<file path="src/rtl/chime_sequencer.sv">
// Hourly/half-hourly chime generator: on a trigger it plays N beeps on the buzzer, and the last
// beep is long and high-toned. Supports mute window and cancel.
module chime_sequencer #(
  parameter int unsigned BEEP_ON_CYC  = 10_000_000,
  parameter int unsigned BEEP_OFF_CYC = 15_000_000,
  parameter int unsigned LAST_ON_CYC  = 25_000_000,
  parameter int unsigned CNT_W        = 26
) (
  input  logic       clk,
  input  logic       rst_n,
  input  logic [4:0] hour,
  input  logic [5:0] minute,
  input  logic [5:0] second,
  input  logic       sec_tick,
  input  logic       mode_12h,
  input  logic       half_hour_en,
  input  logic       mute_en,
  input  logic [4:0] mute_start,
  input  logic [4:0] mute_end,
  input  logic       cancel,
  output logic       buzz,
  output logic       tone_hi,
  output logic       busy,
  output logic [4:0] beeps_left
);

  localparam logic [CNT_W-1:0] OnEnd   = CNT_W'(BEEP_ON_CYC - 1);
  localparam logic [CNT_W-1:0] OffEnd  = CNT_W'(BEEP_OFF_CYC - 1);
  localparam logic [CNT_W-1:0] LastEnd = CNT_W'(LAST_ON_CYC - 1);

  typedef enum logic [1:0] {StIdle, StOn, StOff} state_e;

  state_e           state_q;
  logic [CNT_W-1:0] cnt_q;

  logic       in_window;
  logic       trig;
  logic [4:0] hour_mod;
  logic [4:0] n_beeps;
  logic       on_done;
  logic       off_done;

  always_comb begin
    hour_mod = (hour >= 5'd12) ? hour - 5'd12 : hour;

    in_window = 1'b0;
    if (mute_start < mute_end) begin
      in_window = (hour >= mute_start) && (hour < mute_end);
    end else if (mute_start > mute_end) begin
      in_window = (hour >= mute_start) || (hour < mute_end);
    end

    if (minute == 6'd30) begin
      n_beeps = 5'd1;
    end else if (mode_12h) begin
      n_beeps = (hour_mod == 5'd0) ? 5'd12 : hour_mod;
    end else begin
      n_beeps = (hour == 5'd0) ? 5'd24 : hour;
    end

    trig = sec_tick && (second == 6'd0) && (hour <= 5'd23) &&
           ((minute == 6'd0) || (half_hour_en && (minute == 6'd30))) &&
           !(mute_en && in_window);

    // Only the final beep (nothing left to start) uses the long duration.
    on_done  = (beeps_left != 5'd0) ? (cnt_q == OnEnd) : (cnt_q == LastEnd);
    off_done = (cnt_q == OffEnd);
  end

  always_ff @(posedge clk or negedge rst_n) begin
    if (!rst_n) begin
      state_q    <= StIdle;
      cnt_q      <= '0;
      buzz       <= 1'b0;
      tone_hi    <= 1'b0;
      busy       <= 1'b0;
      beeps_left <= 5'd0;
    end else if (cancel) begin
      state_q    <= StIdle;
      cnt_q      <= '0;
      buzz       <= 1'b0;
      tone_hi    <= 1'b0;
      busy       <= 1'b0;
      beeps_left <= 5'd0;
    end else begin
      unique case (state_q)
        StIdle: begin
          if (trig) begin
            state_q    <= StOn;
            cnt_q      <= '0;
            buzz       <= 1'b1;
            busy       <= 1'b1;
            tone_hi    <= (n_beeps == 5'd1);
            beeps_left <= n_beeps - 5'd1;
          end
        end
        StOn: begin
          if (on_done) begin
            cnt_q <= '0;
            buzz  <= 1'b0;
            if (beeps_left != 5'd0) begin
              state_q <= StOff;
            end else begin
              state_q <= StIdle;
              tone_hi <= 1'b0;
              busy    <= 1'b0;
            end
          end else begin
            cnt_q <= cnt_q + 1'b1;
          end
        end
        StOff: begin
          if (off_done) begin
            state_q    <= StOn;
            cnt_q      <= '0;
            buzz       <= 1'b1;
            tone_hi    <= (beeps_left == 5'd1);
            beeps_left <= beeps_left - 5'd1;
          end else begin
            cnt_q <= cnt_q + 1'b1;
          end
        end
        default: state_q <= StIdle;
      endcase
    end
  end

endmodule

</file>
<file path="config.mk">
export PLATFORM = sky130hd
export DESIGN_NAME = chime_sequencer
export DESIGN_NICKNAME = d
export VERILOG_FILES = /design/src/rtl/chime_sequencer.sv
export SDC_FILE = /design/constraint.sdc
export NUM_CORES = 1
export LEC_CHECK = 0
export CAP_MARGIN = 20
export CORE_AREA = 2 2 82 76
export DETAILED_ROUTE_END_ITERATION = 8
export DIE_AREA = 0 0 84 78
export GPL_ROUTABILITY_DRIVEN = 0
export PLACE_DENSITY = 0.87
export SLEW_MARGIN = 5
export SYNTH_ARGS = -nofsm -noshare
export SYNTH_HDL_FRONTEND = slang
export SYNTH_SLANG_ARGS = --single-unit
</file>
<file path="constraint.sdc">
create_clock -name clk -period 3 [get_ports clk]
set_input_delay 0.45 -clock clk [delete_from_list [all_inputs] [get_ports clk]]
set_output_delay 0.45 -clock clk [all_outputs]
set_load 0.03 [all_outputs]
</file>
# Word-level counts from Yosys, hierarchy flattened
# Cells that the tools add are included.
[classes]
add_sub_neg = 4
magnitude_cmp = 6
n_eq_ne = 12
reduce_logical = 25
n_mux = 36
[ops]
columns = ["op", "count"]
rows = [
  ["$mux W26", 4],
  ["$pmux W26 S3", 1],
  ["$eq A26 B24 Y1 const B", 2],
  ["$mux W5", 8],
  ["$add A26 B1 Y26 const B", 1],
  ["$eq A26 B25 Y1 const B", 1],
  ["$mux W1", 13],
  ["$logic_not A6 Y1", 2],
  ["$ne A3 B3 Y1 const B", 4],
  ["$eq A5 B1 Y1 const B", 2],
  ["$logic_not A5 Y1", 2],
  ["$lt A5 B5 Y1", 2],
  ["$mux W2", 5],
  ["$pmux W5 S2", 1],
  ["$sub A5 B1 Y5 const B", 2],
  ["$reduce_and A4 Y1", 2],
  ["$logic_and A1 B1 Y1", 7],
  ["$eq A6 B5 Y1 const B", 1],
  ["$pmux W1 S3", 2],
  ["$pmux W2 S3", 1],
  ["$reduce_and A3 Y1", 2],
  ["$reduce_bool A3 Y1", 2],
  ["$ge A5 B4 Y1 const B", 1],
  ["$ge A5 B5 Y1", 1],
  ["other kinds (13)", 14],
]
[word_totals]
register_bits = 36
elab_cells = 89
out_inout_bits = 8
in_bits = 34

# Longest topological paths before layout
[depth]
word_depth = 10
mapped_depth = 13
mapped_depth_nobuf = 10

# Worst setup path before layout
# Ideal clock, no wire load.
[synth_path]
path_type = "input -> register"
start = "in hour[0]"
end = "reg cnt_q[12]"
path_slack_ns = 0.008
setup_ns = 0.126
arrival_ns = 2.866
required_time_ns = 2.874
n_path_buf = 3
stages = 13
cell_sequence = "clkbuf_1 > inv_1 > ha_1 > nor2b_1 > o21ai_0 > a31oi_1 > a211oi_1 > o21ai_0 > a311oi_1 > or2_1 > buf_6 > buf_12 > o21ai_2"
[synth_via]
elab_chain_cells = 9
[synth_rtl]
columns = ["element", "line_no", "source"]
rows = [
  ["from (decl)", "11", "input logic [4:0] hour,"],
  ["$ge A5 B5 Y1 or $lt A5 B5 Y1 (tied branches)", "48, 50", ""],
  ["$logic_or A1 B1 Y1", "50", "in_window = (hour >= mute_start) || (hour < mute_end);"],
  ["$mux W1", "49", "end else if (mute_start > mute_end) begin"],
  ["$mux W1", "47", "if (mute_start < mute_end) begin"],
  ["$logic_and A1 B1 Y1", "63", "!(mute_en && in_window);"],
  ["$logic_not A1 Y1", "63", ""],
  ["$logic_and A1 B1 Y1 *", "62", "((minute == 6'd0) || (half_hour_en && (minute == 6'd30))) &&"],
  ["$ne A3 B3 Y1 (no line) *", "n/a", ""],
  ["$reduce_and A2 Y1 (no line) *", "n/a", ""],
  ["to (signal assigned)", "109", "cnt_q <= cnt_q + 1'b1;"],
  ["to (signal assigned)", "120", "cnt_q <= cnt_q + 1'b1;"],
  ["to (decl)", "34", "logic [CNT_W-1:0] cnt_q;"],
]
# Mark *: on every way between the ends. The rest lies on a longest branch, timed or not.
# A chain may end at the register's enable or synchronous reset.

# Worst setup path in the final report
[layout_path]
start = "reg beeps_left[1]"
end = "reg cnt_q[13]"
[layout_via]
elab_chain_cells = 5
[layout_rtl]
columns = ["element", "line_no", "source"]
rows = [
  ["from (decl)", "24", "output logic [4:0] beeps_left"],
  ["from (signal assigned)", "94", "beeps_left <= n_beeps - 5'd1;"],
  ["from (signal assigned)", "118", "beeps_left <= beeps_left - 5'd1;"],
  ["$reduce_bool A5 Y1", "66", "on_done = (beeps_left != 5'd0) ? (cnt_q == OnEnd) : (cnt_q == LastEnd);"],
  ["$mux W1", "66", ""],
  ["$mux W26", "98", "if (on_done) begin"],
  ["$pmux W26 S3", "86", "unique case (state_q)"],
  ["$mux W26", "78", "end else if (cancel) begin"],
]
# No other way between the ends.

==> metrics.md <==
| Metric | Value |
|---|---|
| Synthesized cell area | 3120 µm² |
| Max IR drop VDD | 0.346 mV |
| Post-Syn Nets | 432 |
| Starting Density | 0.555 |
| Worst slew slack as a fraction of its limit | 0.606 |
| Fraction of layout instances using a drive strength above 1 | 0.175 |
| Wire length after detailed routing | 7.98 mm |
| Fmax | 347 MHz |
| Status | complete, no violations |
| Cell types with the largest area share after synthesis | sky130_fd_sc_hd__dfrtp_1, sky130_fd_sc_hd__ha_1, sky130_fd_sc_hd__o21ai_0 |
| Drt first-iter violations | 255 |
| Period utilisation layout | 0.962 |
| Die Ht | 78 µm |
| Clk_lat worst skew | 290 ps |
| Data required time at the worst endpoint | 3160 ps |
| Worst slack after detailed placement | -178 ps |
| Port bufs | 41 |
| Maximum clock path buffer count | 2 |
| Cts-stage hold buffer count | 0 |
| Std-Cell Rows | 26 |
| Cell count of the worst hold path | 1 |
| Final Hold Vio Count | 0 |
| Largest driver fanout on the critical path | 8 |
| Destination of the worst register-to-register timing path | cnt_q[13] |
| Post-Synth Simple-Gate Area | 0.269 |
| Die X | 84 µm |
| Ratio of total power to cell area | 295 nW/µm² |
| Number of buffers created by CTS | 5 |
| Total global routing track utilization | 0.249 |
| Combinational family with the most area after synthesis | simple AND/OR/NAND/NOR gates |
| Tot Pwr | 1.17 mW |
| Post-synthesis cell type count | 67 |
| Destination of the worst hold path | cnt_q[0] |
| Initial antenna violation count | 0 |
| Clock-pin transition on the worst setup and hold timing paths | 70 ps |
| Detailed-routing iteration count for the pre-antenna-repair pass | 5 |
| Area leader, netlist | sky130_fd_sc_hd__dfrtp_1 |
| Post-synth EDFFs | 0 |
| Worst Reg2Reg Path Length in Cells | 11 |
| Number of flip-flops and latches in the synthesized netlist | 36 |
| Met3 routed WL | 553 µm |
| Type of the most critical hold path | register to register |
| Start point of the worst min-delay path | cnt_q[0] |
| Post-route antenna net violation count | 0 |
| Setup Total Neg Slack | 0 ps |
| Number of max-cap violations | 0 |
| Met2 Routed Length | 3.85 mm |
| Number of global-route vias before repair | 2964 |
| Most frequently used cell type in the post-synthesis netlist | sky130_fd_sc_hd__dfrtp_1 |
| Largest net degree at the start of global routing | 37 |
| CTS tree | yes |
| Routed len/inst | 15.7 µm |
| Final setup vio count | 0 |
| Non-filler instance count after layout | 509 |
| Parity-gate share of the synthesized area counting xor and xnor cells | 0.0112 |
| Die Footprint | 6550 µm² |
| Crit Path Category | register to register |
| Fin util | 0.704 |
| Seq/Total Area, Yosys | 0.289 |
| Final nets | 497 |
| Number of antenna repair diodes | 0 |
| Total congestion overflow after global routing | 0 |
| Layout overhead on the synthesized area | 26.9% |
| Post-placement cell area | 3760 µm² |
| Final-report max-slew violation count | 0 |
| Cell leakage power | 1.68 nW |
| Hold slack | 508 ps |
| Final setup skew | 7.38 ps |
| Slew at the pin closest to its max-slew limit | 583 ps |
| Sort of element at the end of the critical path | register |
| Final Cell Area | 3960 µm² |
| Core Region | 5630 µm² |
| Gate count after technology mapping | 373 |
| Root Buffer Master | sky130_fd_sc_hd__clkbuf_8 |
| Worst EP arrival | 3050 ps |
| Mean instance size in the synthesized netlist | 8.37 µm² |
| Number of vias in the routed layout | 3087 |
| Total clock sinks | 36 |
| Portion of synthesized cell area occupied by the leading cell type | 0.289 |
| Startpoint of the lowest-slack register-to-register path | beeps_left[1] |
| DP Wirelength | 5.88 mm |
| FF-to-FF setup slack | 110 ps |
| Vias per inst | 6.06 |
| H-tree levels | 2 |
| Dpl cells | 499 |
| Ys Warns | 0 |
| Most used flip-flop cell after synthesis | sky130_fd_sc_hd__dfrtp_1 |
| Final critical-path required period | 2890 ps |
| DRC violation count after routing | 0 |
| Top Metal Used | met4 |
| Async S/R FF share, synth | 1.00 |
| Crit path launch type | register |
| Share of the synthesized area in compound gates (AO/OA/AOI/OAI) | 0.257 |
| Post-Route M1 WL | 3.46 mm |
| Commonest cells post-synth | sky130_fd_sc_hd__dfrtp_1, sky130_fd_sc_hd__o21ai_0, sky130_fd_sc_hd__nor2_1 |
| Ports placed on the boundary | 42 |
| Wire length of the first global-routing pass | 13.4 mm |
| Final critical-path setup slack | 114 ps |
| Synthesized-area fraction occupied by adder cells | 0.100 |
| Share of cell area taken by muxes after synthesis | 0.00321 |
## worst max-delay path by stage
| stage | startpoint | end | cells after the start |
|---|---|---|---|
| finish | beeps_left[1] | cnt_q[13] | 11 |
| CTS | beeps_left[1] | cnt_q[10] | 10 |
| global route | beeps_left[0] | cnt_q[11] | 11 |
| global placement | mute_start[2] | cnt_q[10] | 12 |
| detailed placement | mute_start[2] | cnt_q[10] | 12 |
| floorplan | hour[0] | cnt_q[12] | 13 |
## cell usage in the layout (no fill, tap or decap), types with 9 or more instances in the layout
cell | synthesis | final
sky130_fd_sc_hd__inv_1 | 25 | 25
sky130_fd_sc_hd__ha_1 | 25 | 25
sky130_fd_sc_hd__nor2_1 | 30 | 30
sky130_fd_sc_hd__and3_1 | 11 | 11
sky130_fd_sc_hd__nand2b_1 | 12 | 12
sky130_fd_sc_hd__clkdlybuf4s50_1 | 0 | 41
sky130_fd_sc_hd__a21oi_1 | 9 | 9
sky130_fd_sc_hd__nand3_1 | 14 | 14
sky130_fd_sc_hd__o21ai_1 | 7 | 9
sky130_fd_sc_hd__nor3_1 | 12 | 12
sky130_fd_sc_hd__nand2_1 | 23 | 23
sky130_fd_sc_hd__dfrtp_1 | 36 | 36
sky130_fd_sc_hd__buf_4 | 1 | 29
sky130_fd_sc_hd__o21ai_0 | 34 | 31
sky130_fd_sc_hd__o31ai_1 | 9 | 9
sky130_fd_sc_hd__o21ai_2 | 11 | 12
## layout make-up
type / instances / area [µm²]
clock inverters: 1 / 30.0
repair buffers: 74 / 691
multi-input cells: 296 / 2060
well taps: 70 / 87.6
fillers: 406 / 1670
inverters: 25 / 93.8
flip-flops and latches: 36 / 901
clock buffers: 7 / 96.3
## what timing repair did
item,CTS,global route
setup buffers,0,2
resized for setup,0,15
endpoints found under the setup margin,0,28
## cell families (layout without fill, tap and decap cells)
kind of cell / after synthesis / count (layout)
buffers and inverters: 41 / 107
AOI/OAI and AO/OA: 115 / 115
muxes: 1 / 1
DFF: 36 / 36
xor gates and xnor gates: 4 / 4
and+or+nand+nor: 151 / 151
adders and majority gates: 25 / 25
## power breakdown
part / switching, mW / internal (mW)
Clock: 0.178 / 0.293
Sequential: 0.000362 / 0.485
Combinational: 0.103 / 0.109
## flip-flops by register name (all words and copies together), names as in the netlist
| name | count |
|---|---|
| beeps_left | 5 |
| busy | 1 |
| buzz | 1 |
| cnt_q | 26 |
| state_q | 2 |
| tone_hi | 1 |
## layer usage
metal  GRT usage  up-vias
met4      0.0790        0
met5           0        -
met3      0.0532       16
met1       0.326     1456
met2       0.411      110
li1            -     1505
## worst max-delay path, cell delays in order (launching register included)
cell	delay, ps
sky130_fd_sc_hd__dfrtp_1	390
sky130_fd_sc_hd__inv_1	100
sky130_fd_sc_hd__ha_1	140
sky130_fd_sc_hd__or4b_4	500
sky130_fd_sc_hd__or4_4	450
sky130_fd_sc_hd__a2111oi_4	320
sky130_fd_sc_hd__o21a_2	190
sky130_fd_sc_hd__nand3b_4	200
sky130_fd_sc_hd__buf_6	150
sky130_fd_sc_hd__nor2_1	40
sky130_fd_sc_hd__o21ai_0	160
sky130_fd_sc_hd__o31ai_1	100
Power figures use the tool's default switching activity.
